### src/rtl/ball_motion_unit.sv
// Pong ball datapath and control: serves, per-frame motion, wall/paddle bounces and miss flags.
// Optional: define BALL_SPEEDUP_EN so each paddle hit raises the speed by one, up to MAX_SPEED.
module ball_motion_unit #(
  parameter int H_RES      = 640,
  parameter int V_RES      = 480,
  parameter int COORD_W    = 10,
  parameter int BALL_SIZE  = 8,
  parameter int PADDLE_W   = 8,
  parameter int PADDLE_H   = 64,
  parameter int PADDLE_X_L = 16,
  parameter int PADDLE_X_R = 616,
  parameter int SPEED      = 2,
  parameter int MAX_SPEED  = 6
) (
  input  logic               clk,
  input  logic               reset,
  input  logic               frame_tick,
  input  logic               srv_l,
  input  logic               srv_r,
  input  logic               visible,
  input  logic [COORD_W-1:0] paddle_l_y,
  input  logic [COORD_W-1:0] paddle_r_y,
  output logic [COORD_W-1:0] ball_x,
  output logic [COORD_W-1:0] ball_y,
  output logic               ball_on,
  output logic               miss_l,
  output logic               miss_r
);

  localparam int EW = COORD_W + 2;

  localparam logic [COORD_W-1:0] X_HOME     = COORD_W'((H_RES - BALL_SIZE) / 2);
  localparam logic [COORD_W-1:0] Y_HOME     = COORD_W'((V_RES - BALL_SIZE) / 2);
  localparam logic [COORD_W-1:0] FACE_L     = COORD_W'(PADDLE_X_L + PADDLE_W);
  localparam logic [COORD_W-1:0] FACE_R     = COORD_W'(PADDLE_X_R - BALL_SIZE);
  localparam logic [COORD_W-1:0] X_MAX      = COORD_W'(H_RES - BALL_SIZE);
  localparam logic [COORD_W-1:0] Y_MAX      = COORD_W'(V_RES - BALL_SIZE);
  localparam logic [COORD_W-1:0] SERVE_OFS  = COORD_W'((PADDLE_H - BALL_SIZE) / 2);
  localparam logic [COORD_W-1:0] SPEED_INIT = COORD_W'(SPEED);

  localparam logic [EW-1:0] FACE_L_E = EW'(PADDLE_X_L + PADDLE_W);
  localparam logic [EW-1:0] FACE_R_E = EW'(PADDLE_X_R - BALL_SIZE);
  localparam logic [EW-1:0] X_MAX_E  = EW'(H_RES - BALL_SIZE);
  localparam logic [EW-1:0] Y_MAX_E  = EW'(V_RES - BALL_SIZE);
  localparam logic [EW-1:0] BALL_E   = EW'(BALL_SIZE);
  localparam logic [EW-1:0] PH_E     = EW'(PADDLE_H);

  generate
    if (SPEED < 1 || MAX_SPEED < SPEED) begin : g_bad_cfg
      $error("ball_motion_unit: SPEED must be >= 1 and <= MAX_SPEED");
    end
  endgenerate

  typedef enum logic [1:0] {IDLE, MOVING, MISSED} state_t;

  state_t             state, state_nxt;
  logic [COORD_W-1:0] x_nxt, y_nxt;
  logic               dx, dy, dx_nxt, dy_nxt;
  logic               ml_nxt, mr_nxt;
  logic [COORD_W-1:0] speed;

`ifdef BALL_SPEEDUP_EN
  localparam logic [COORD_W-1:0] SPEED_MAX = COORD_W'(MAX_SPEED);
  logic [COORD_W-1:0] speed_nxt;
`else
  assign speed = SPEED_INIT;
`endif

  // Widened copies so every bound test is done without wrap-around
  logic [EW-1:0] bx_e, by_e, spd_e, pl_e, pr_e;
  logic          hit_l, hit_r;

  assign bx_e  = EW'(ball_x);
  assign by_e  = EW'(ball_y);
  assign spd_e = EW'(speed);
  assign pl_e  = EW'(paddle_l_y);
  assign pr_e  = EW'(paddle_r_y);

  assign hit_l = (bx_e >= FACE_L_E) && (bx_e <= FACE_L_E + spd_e) &&
                 (by_e + BALL_E > pl_e) && (by_e < pl_e + PH_E);
  assign hit_r = (bx_e <= FACE_R_E) && (bx_e + spd_e >= FACE_R_E) &&
                 (by_e + BALL_E > pr_e) && (by_e < pr_e + PH_E);

  always_comb begin
    state_nxt = state;
    x_nxt     = ball_x;
    y_nxt     = ball_y;
    dx_nxt    = dx;
    dy_nxt    = dy;
    ml_nxt    = miss_l;
    mr_nxt    = miss_r;
`ifdef BALL_SPEEDUP_EN
    speed_nxt = speed;
`endif
    case (state)
      IDLE, MISSED: begin
        if (srv_l || srv_r) begin
          state_nxt = MOVING;
          ml_nxt    = 1'b0;
          mr_nxt    = 1'b0;
          dy_nxt    = 1'b0;
`ifdef BALL_SPEEDUP_EN
          speed_nxt = SPEED_INIT;
`endif
          if (srv_l) begin
            x_nxt  = FACE_L;
            y_nxt  = paddle_l_y + SERVE_OFS;
            dx_nxt = 1'b1;
          end else begin
            x_nxt  = FACE_R;
            y_nxt  = paddle_r_y + SERVE_OFS;
            dx_nxt = 1'b0;
          end
        end
      end
      MOVING: begin
        if (frame_tick) begin
          if (!dy) begin
            if (by_e < spd_e) begin
              y_nxt  = '0;
              dy_nxt = 1'b1;
            end else begin
              y_nxt = ball_y - speed;
            end
          end else if (by_e + spd_e >= Y_MAX_E) begin
            y_nxt  = Y_MAX;
            dy_nxt = 1'b0;
          end else begin
            y_nxt = ball_y + speed;
          end

          // dx=1 means travelling right
          if (!dx) begin
            if (hit_l) begin
              x_nxt  = FACE_L;
              dx_nxt = 1'b1;
            end else if (bx_e < spd_e) begin
              x_nxt     = '0;
              ml_nxt    = 1'b1;
              state_nxt = MISSED;
            end else begin
              x_nxt = ball_x - speed;
            end
          end else if (hit_r) begin
            x_nxt  = FACE_R;
            dx_nxt = 1'b0;
          end else if (bx_e + spd_e > X_MAX_E) begin
            x_nxt     = X_MAX;
            mr_nxt    = 1'b1;
            state_nxt = MISSED;
          end else begin
            x_nxt = ball_x + speed;
          end

`ifdef BALL_SPEEDUP_EN
          if (((!dx && hit_l) || (dx && hit_r)) && speed < SPEED_MAX)
            speed_nxt = speed + 1'b1;
`endif
        end
      end
      default: state_nxt = IDLE;
    endcase
  end

  always_ff @(posedge clk) begin
    if (reset) begin
      state   <= IDLE;
      ball_x  <= X_HOME;
      ball_y  <= Y_HOME;
      dx      <= 1'b1;
      dy      <= 1'b0;
      miss_l  <= 1'b0;
      miss_r  <= 1'b0;
      ball_on <= 1'b0;
    end else begin
      state   <= state_nxt;
      ball_x  <= x_nxt;
      ball_y  <= y_nxt;
      dx      <= dx_nxt;
      dy      <= dy_nxt;
      miss_l  <= ml_nxt;
      miss_r  <= mr_nxt;
      ball_on <= visible;
    end
  end

`ifdef BALL_SPEEDUP_EN
  always_ff @(posedge clk) begin
    if (reset) speed <= SPEED_INIT;
    else       speed <= speed_nxt;
  end
`endif

endmodule

### config.mk
export PLATFORM = sky130hd
export DESIGN_NAME = ball_motion_unit
export DESIGN_NICKNAME = d
export VERILOG_FILES = /design/src/rtl/ball_motion_unit.sv
export SDC_FILE = /design/constraint.sdc
export NUM_CORES = 1
export LEC_CHECK = 0
export ABC_AREA = 1
export BUFFER_PORTS_ARGS = -buffer_cell sky130_fd_sc_hd__buf_2
export CAP_MARGIN = 30
export CORE_ASPECT_RATIO = 0.75
export CORE_MARGIN = 5
export CORE_UTILIZATION = 64
export CTS_CLUSTER_DIAMETER = 50
export CTS_CLUSTER_SIZE = 28
export DETAILED_ROUTE_END_ITERATION = 8
export GPL_TIMING_DRIVEN = 0
export PLACE_DENSITY_LB_ADDON = 0.1
export SYNTH_ARGS = -nofsm -noshare
export SYNTH_HDL_FRONTEND = slang
export SYNTH_SLANG_ARGS = --single-unit
### constraint.sdc
create_clock -name clk -period 6.7 [get_ports clk]
set_input_delay 0 -clock clk [delete_from_list [all_inputs] [get_ports clk]]
set_output_delay 0 -clock clk [all_outputs]
set_load 0.02 [all_outputs]
* Word level (Yosys, flattened, before mapping)
Cells that the tools add are included.
** Word-level totals
- Register bits after elaboration :: 27
- Input bits :: 26
** Operators by class
- $lt $le $gt $ge :: 12
- Equal/unequal tests :: 14
- $add $sub $neg :: 11
- Muxes and demuxes :: 47
- Reduce and logical (&&, ||, !) cells :: 14
** Operators with widths (count)
- 10-bit 2-to-1 mux :: 14
- 10-bit one-hot mux with 2 select lines :: 2
- 10-bit by 2-bit adder with 11-bit output (second input constant) :: 2
- 10-bit by 7-bit adder with 11-bit output (second input constant) :: 2
- 10-bit by 11-bit less-than comparator with 1-bit output :: 2
- 10-bit by 2-bit adder with 10-bit output (second input constant) :: 2
- 10-bit by 5-bit adder with 10-bit output (second input constant) :: 2
- 10-bit by 2-bit less-than comparator with 1-bit output (second input constant) :: 2
- 10-bit by 2-bit subtractor with 10-bit output (second input constant) :: 2
- 1-bit 2-to-1 mux :: 19
- 6-bit AND reduction :: 3
- 2-bit != test (second input constant) :: 8
- 2-bit 2-to-1 mux :: 7
- 12-bit by 10-bit >= comparator with 1-bit output (second input constant) :: 1
- 12-bit by 10-bit greater-than comparator with 1-bit output :: 1
- 3-bit != test (second input constant) :: 4
- 10-bit by 4-bit adder with 11-bit output (second input constant) :: 1
- 11-bit by 9-bit >= comparator with 1-bit output (second input constant) :: 1
- 11-bit by 10-bit greater-than comparator with 1-bit output :: 1
- 11-bit by 10-bit greater-than comparator with 1-bit output (second input constant) :: 1
- 10-bit by 5-bit >= comparator with 1-bit output (second input constant) :: 1
- 10-bit less-or-equal comparator (second input constant) :: 1
- 10-bit by 5-bit less-or-equal comparator with 1-bit output (second input constant) :: 1
- 1-bit one-hot mux with 2 select lines :: 4
- other kinds (9) :: 14

* Depth between registers and ports, before layout
- Depth after elaboration :: 9
- Gate-level depth with buffers :: 20

* Worst setup path before layout
OpenSTA, ideal clock, no wires.
- Path kind :: register -> register
- From :: reg ball_y[4]
- To :: reg state[1]
- Data arrival time :: 2.337 ns
- Path slack :: 4.241 ns
- Cell stages (with the launch flop) :: 17
- Path buffers :: 0
- Period minus slack after synthesis :: 2.459 ns
- Data required time :: 6.578 ns
- Cell sequence :: dfxtp_1 -> ha_1 -> nand2_1 -> nor2_1 -> xor2_1 -> ha_1 -> inv_1 -> nor2_1 -> nand3_1 -> nor2_1 -> nor2_1 -> nor2_1 -> nand3_2 -> nand2_1 -> nand3_1 -> nand2_1 -> a21oi_2
** Between the ends
- Cells in the longest elaborated chain, start to end :: 6
** RTL lines
- from (decl) :: line 24 : output logic [COORD_W-1:0] ball_y,
- from (signal assigned) :: line 178 : ball_y <= y_nxt;
- 10-bit by 4-bit adder with 11-bit output :: line 80, 82
- 12-bit by 10-bit greater-than comparator with 1-bit output / 11-bit by 10-bit greater-than comparator with 1-bit output (equally long branches) :: line 80, 82
- 1-bit logical AND, on equally long branches :: line 79, 81
- 1-bit logical AND, on equally long branches :: line 80, 82
- 3-bit != test (no source line)
- 6-bit AND reduction (no source line) (*)
- to (signal assigned) :: line 176 : state <= state_nxt;
- to (decl) :: line 56 : state_t state, state_nxt;
Mark *: on every way between the ends. The rest lies on a longest branch, timed or not.
A chain may end at the register's enable or synchronous reset.

* Final worst setup path
- From :: reg ball_y[3]
- To :: reg ball_x[1]
** Between the ends
- Cells in the longest elaborated chain, start to end :: 8
** RTL lines
- 10-bit by 4-bit adder with 11-bit output :: line 80, 82
- 12-bit by 10-bit greater-than comparator with 1-bit output / 11-bit by 10-bit greater-than comparator with 1-bit output (equally long branches) :: line 80, 82
- 1-bit logical AND, on equally long branches :: line 79, 81
- 1-bit logical AND, on equally long branches :: line 80, 82
- 10-bit 2-to-1 mux, on equally long branches :: line 134, 144
- 10-bit 2-to-1 mux (*) :: line 133 : if (!dx) begin
- 10-bit 2-to-1 mux (*) :: line 117 : if (frame_tick) begin
- 10-bit one-hot mux with 2 select lines (*) :: line 95 : case (state)
- to (signal assigned) :: line 177 : ball_x <= x_nxt;
- to (decl) :: line 23 : output logic [COORD_W-1:0] ball_x,
Mark *: on every way between the ends. The rest lies on a longest branch, timed or not. The select of a mux whose other input is x is not followed.

==> flow_summary.yaml <==
outcome:
  run_status: "completed"
final_layout:
  nNetsFinal: 723
  post-route-cell-area_mm2: 0.00407
  n_fill_cell: 461
  area_delta_synth_final_pct: 11.7
  drive_above_1_share_pct: 15.7
  num_antenna_cells: 0
hold_path:
  hold_class: "in2reg"
route:
  drt_iter0_drc: 476
  firstDrtPassIters: 5
  drt_wl_total_um: 10800
  vias_per_cell: 5.60
  postRouteAntennaNets: 0
  post-route-drc-count: 0
  vias: 4063
  avgRoutedWirePerCell_um: 14.9
synth:
  synth-seq-area-share_pct: 14.3
  synth_flop_cell: "dfxtp_1"
  synthCells: 597
  synth_top_cell_by_area: "ha_1"
  synth.distinct_cells: 40
  netlist_area_mm2: 0.00364
  yosysMostFrequentCell: "nand2_1"
  yosysTopAreaCellShare_pct: 15.8
  ys_seq_elements: 26
  ys_top_cells_by_count: "nand2_1, inv_1, nor2_1, ha_1"
  ys_warn_count: 0
  synth_fp_nets: 669
  synth_edf_count: 0
  synthArstFlopShare_pct: 0
  synth_area_leaders: "ha_1, nand2_1, dfxtp_1, inv_1, nor2_1"
  syn_avg_cell_area_um2: 6.10
clocking:
  cts_max_path_buffers: 2
  clock_tree.root_cell: "clkbuf_8"
  cts_tree: "yes"
  post_cts_buffers: 0
  clk_pin_slew_ps: 100
  htreeDepth: 1
  clk-insertion-delay-late_ps: 280
  cts_sinks: 26
  cts_buffers: 3
placement:
  hpwl_um: 8920
  placed_area_mm2: 0.00396
  place_ws_ps: 3900
  port_buffers: 46
  gp_congestion: 0.999
timing:
  timing.fmax_ghz: 0.348
  min_period_ps: 2880
  fin_crit_sh_pct: 42.9
  slew_violations: 0
  setup_ws_ps: 3820
  worstMarginPinSlew_ps: 597
  slew_headroom_pct: 60.2
  setup-tns-final_ps: 0
  finalSetupViolCount: 0
  rsz0062_at_grt: "no"
  skew_ps: 8.08
  hold_viol_final: 0
job:
  cap_viol_max_count: 0
critical_path:
  crit_buf_inv: 0
  cp_max_fo: 9
  crit_chain: "ha_1, nand2_1, nor2_1, xor2_1, ha_1, a21o_1, nor2_1, nor2_1, nor2_1, a21oi_1, nand3_1, nand2_1, nand2_1, nand2_1, a21oi_2"
  path_delay_family: "simple AND/OR/NAND/NOR gates"
  cp.required_ps: 6920
  slowest_delay_ps: 590
  arrival_ps: 3100
  critPathSlowestCell: "dfxtp_1"
  start_kind: "flip-flop"
  critical_path_class: "reg2reg"
  cp-end-kind: "flip-flop"
  ff2ff_setup_slack_ps: 3820
floorplan:
  fp.dieArea_mm2: 0.00731
  chipWidth_um: 97.1
  die_h_um: 75.3
  core_area_mm2: 0.00544
  num_rows: 23
  initial_core_util_pct: 66.9
  ios: 49
global_routing:
  grt_max_degree: 16
  grt_overflow: 0
  grt_pass1_vias: 3763
  grt_pass1_wl_um: 17700
  antenna_found_initial: 0
  grtUsageTotal_pct: 30.2
power:
  powerDensity_mw_per_mm2: 239
  vdd_drop_max_uv: 136
  p_leak_nw: 2.16
## stage by stage
stage                     instances  power (mW)  hold WS, ps  util [%]
after CTS                       725       0.957         50.7      74.7
after floorplan                 597       0.656         69.1         -
after global routing            725        1.06          110      74.7
after detailed placement        718       0.820          220      72.9
final                           725       0.971         58.5      74.7
after global placement          718       0.797          207      72.9
## final cells by class
class                           count  area [µm²]  share of cell area, %
Sequential cell                    26         520                   12.8
Multi-Input combinational cell    468        2700                   66.4
Clock buffer                        3        41.3                   1.02
Tap cell                           75        93.8                   2.31
Clock inverter                      1        30.0                  0.739
Buffer                             14        86.3                   2.12
Timing Repair Buffer               49         260                   6.40
Inverter                           89         334                   8.22
## cells by family after synthesis
family	after synthesis	synth area share, %
flip-flops	26	14.3
buffers and inverters	103	11.6
other	1	0.103
AO/OA/AOI/OAI	102	16.3
adder cells (fa/ha/maj)	46	15.8
XOR/XNOR	25	6.02
AND/OR/NAND/NOR	294	36.0
## worst register-to-register path, delay by kind of cell (launching register included)
kind | cells | cell delay [ps]
adder cells (fa/ha/maj) | 2 | 580
AO/OA/AOI/OAI | 3 | 520
AND/OR/NAND/NOR | 9 | 890
XOR/XNOR | 1 | 230
flip-flops | 1 | 590
## power by group
group / internal (mW) / switching [mW]
Sequential: 0.181 / 0.0515
Clock: 0.0802 / 0.0561
Combinational: 0.212 / 0.390
Total: 0.473 / 0.498
## layout by cell type (no fill, tap or decap), types with 2 or more instances in the layout
master         count
nand2_1          147
inv_1             83
nor2_1            58
buf_2             52
ha_1              46
nand3_1           39
o21ai_0           39
a21oi_1           35
dfxtp_1           26
xor2_1            20
nand2_2           10
nor2_2            10
nand4_1            9
o21ai_1            8
nor3_1             8
inv_2              6
nand3_2            5
xnor2_1            5
buf_4              3
nor2_4             3
clkbuf_1           3
o21bai_1           3
o211ai_1           3
clkbuf_8           3
dlygate4sd3_1      3
buf_6              2
a22oi_1            2
o21a_1             2
a21oi_2            2
a22o_1             2
## routing by layer
| layer | up-vias | track usage (%) | part of all wire [%] |
|---|---|---|---|
| met5 | - | 0 | 0 |
| met2 | 222 | 45.6 | 39 |
| met1 | 1789 | 43.8 | 46 |
| li1 | 2028 | - | - |
| met4 | 0 | 8.10 | 1.9 |
| met3 | 24 | 6.68 | 12 |
## worst paths after layout
path              from  depth (start not counted)         to
max          ball_y[3]                         15  ball_x[1]
min              srv_r                          5   state[0]
max reg2reg  ball_y[3]                         15  ball_x[1]
min reg2reg     miss_r                          2     miss_r
## registers in the layout, indices dropped and copies added (netlist names)
signal,flops
dx,1
miss_l,1
ball_x,9
state,2
ball_on,1
dy,1
ball_y,10
miss_r,1
## timing repair
| action | CTS | global route |
|---|---|---|
| hold buffers | 3 | 0 |
| gates resized for setup | 0 | 0 |
| endpoints found under the hold margin | 3 | 0 |
Power figures use the tool's default switching activity.
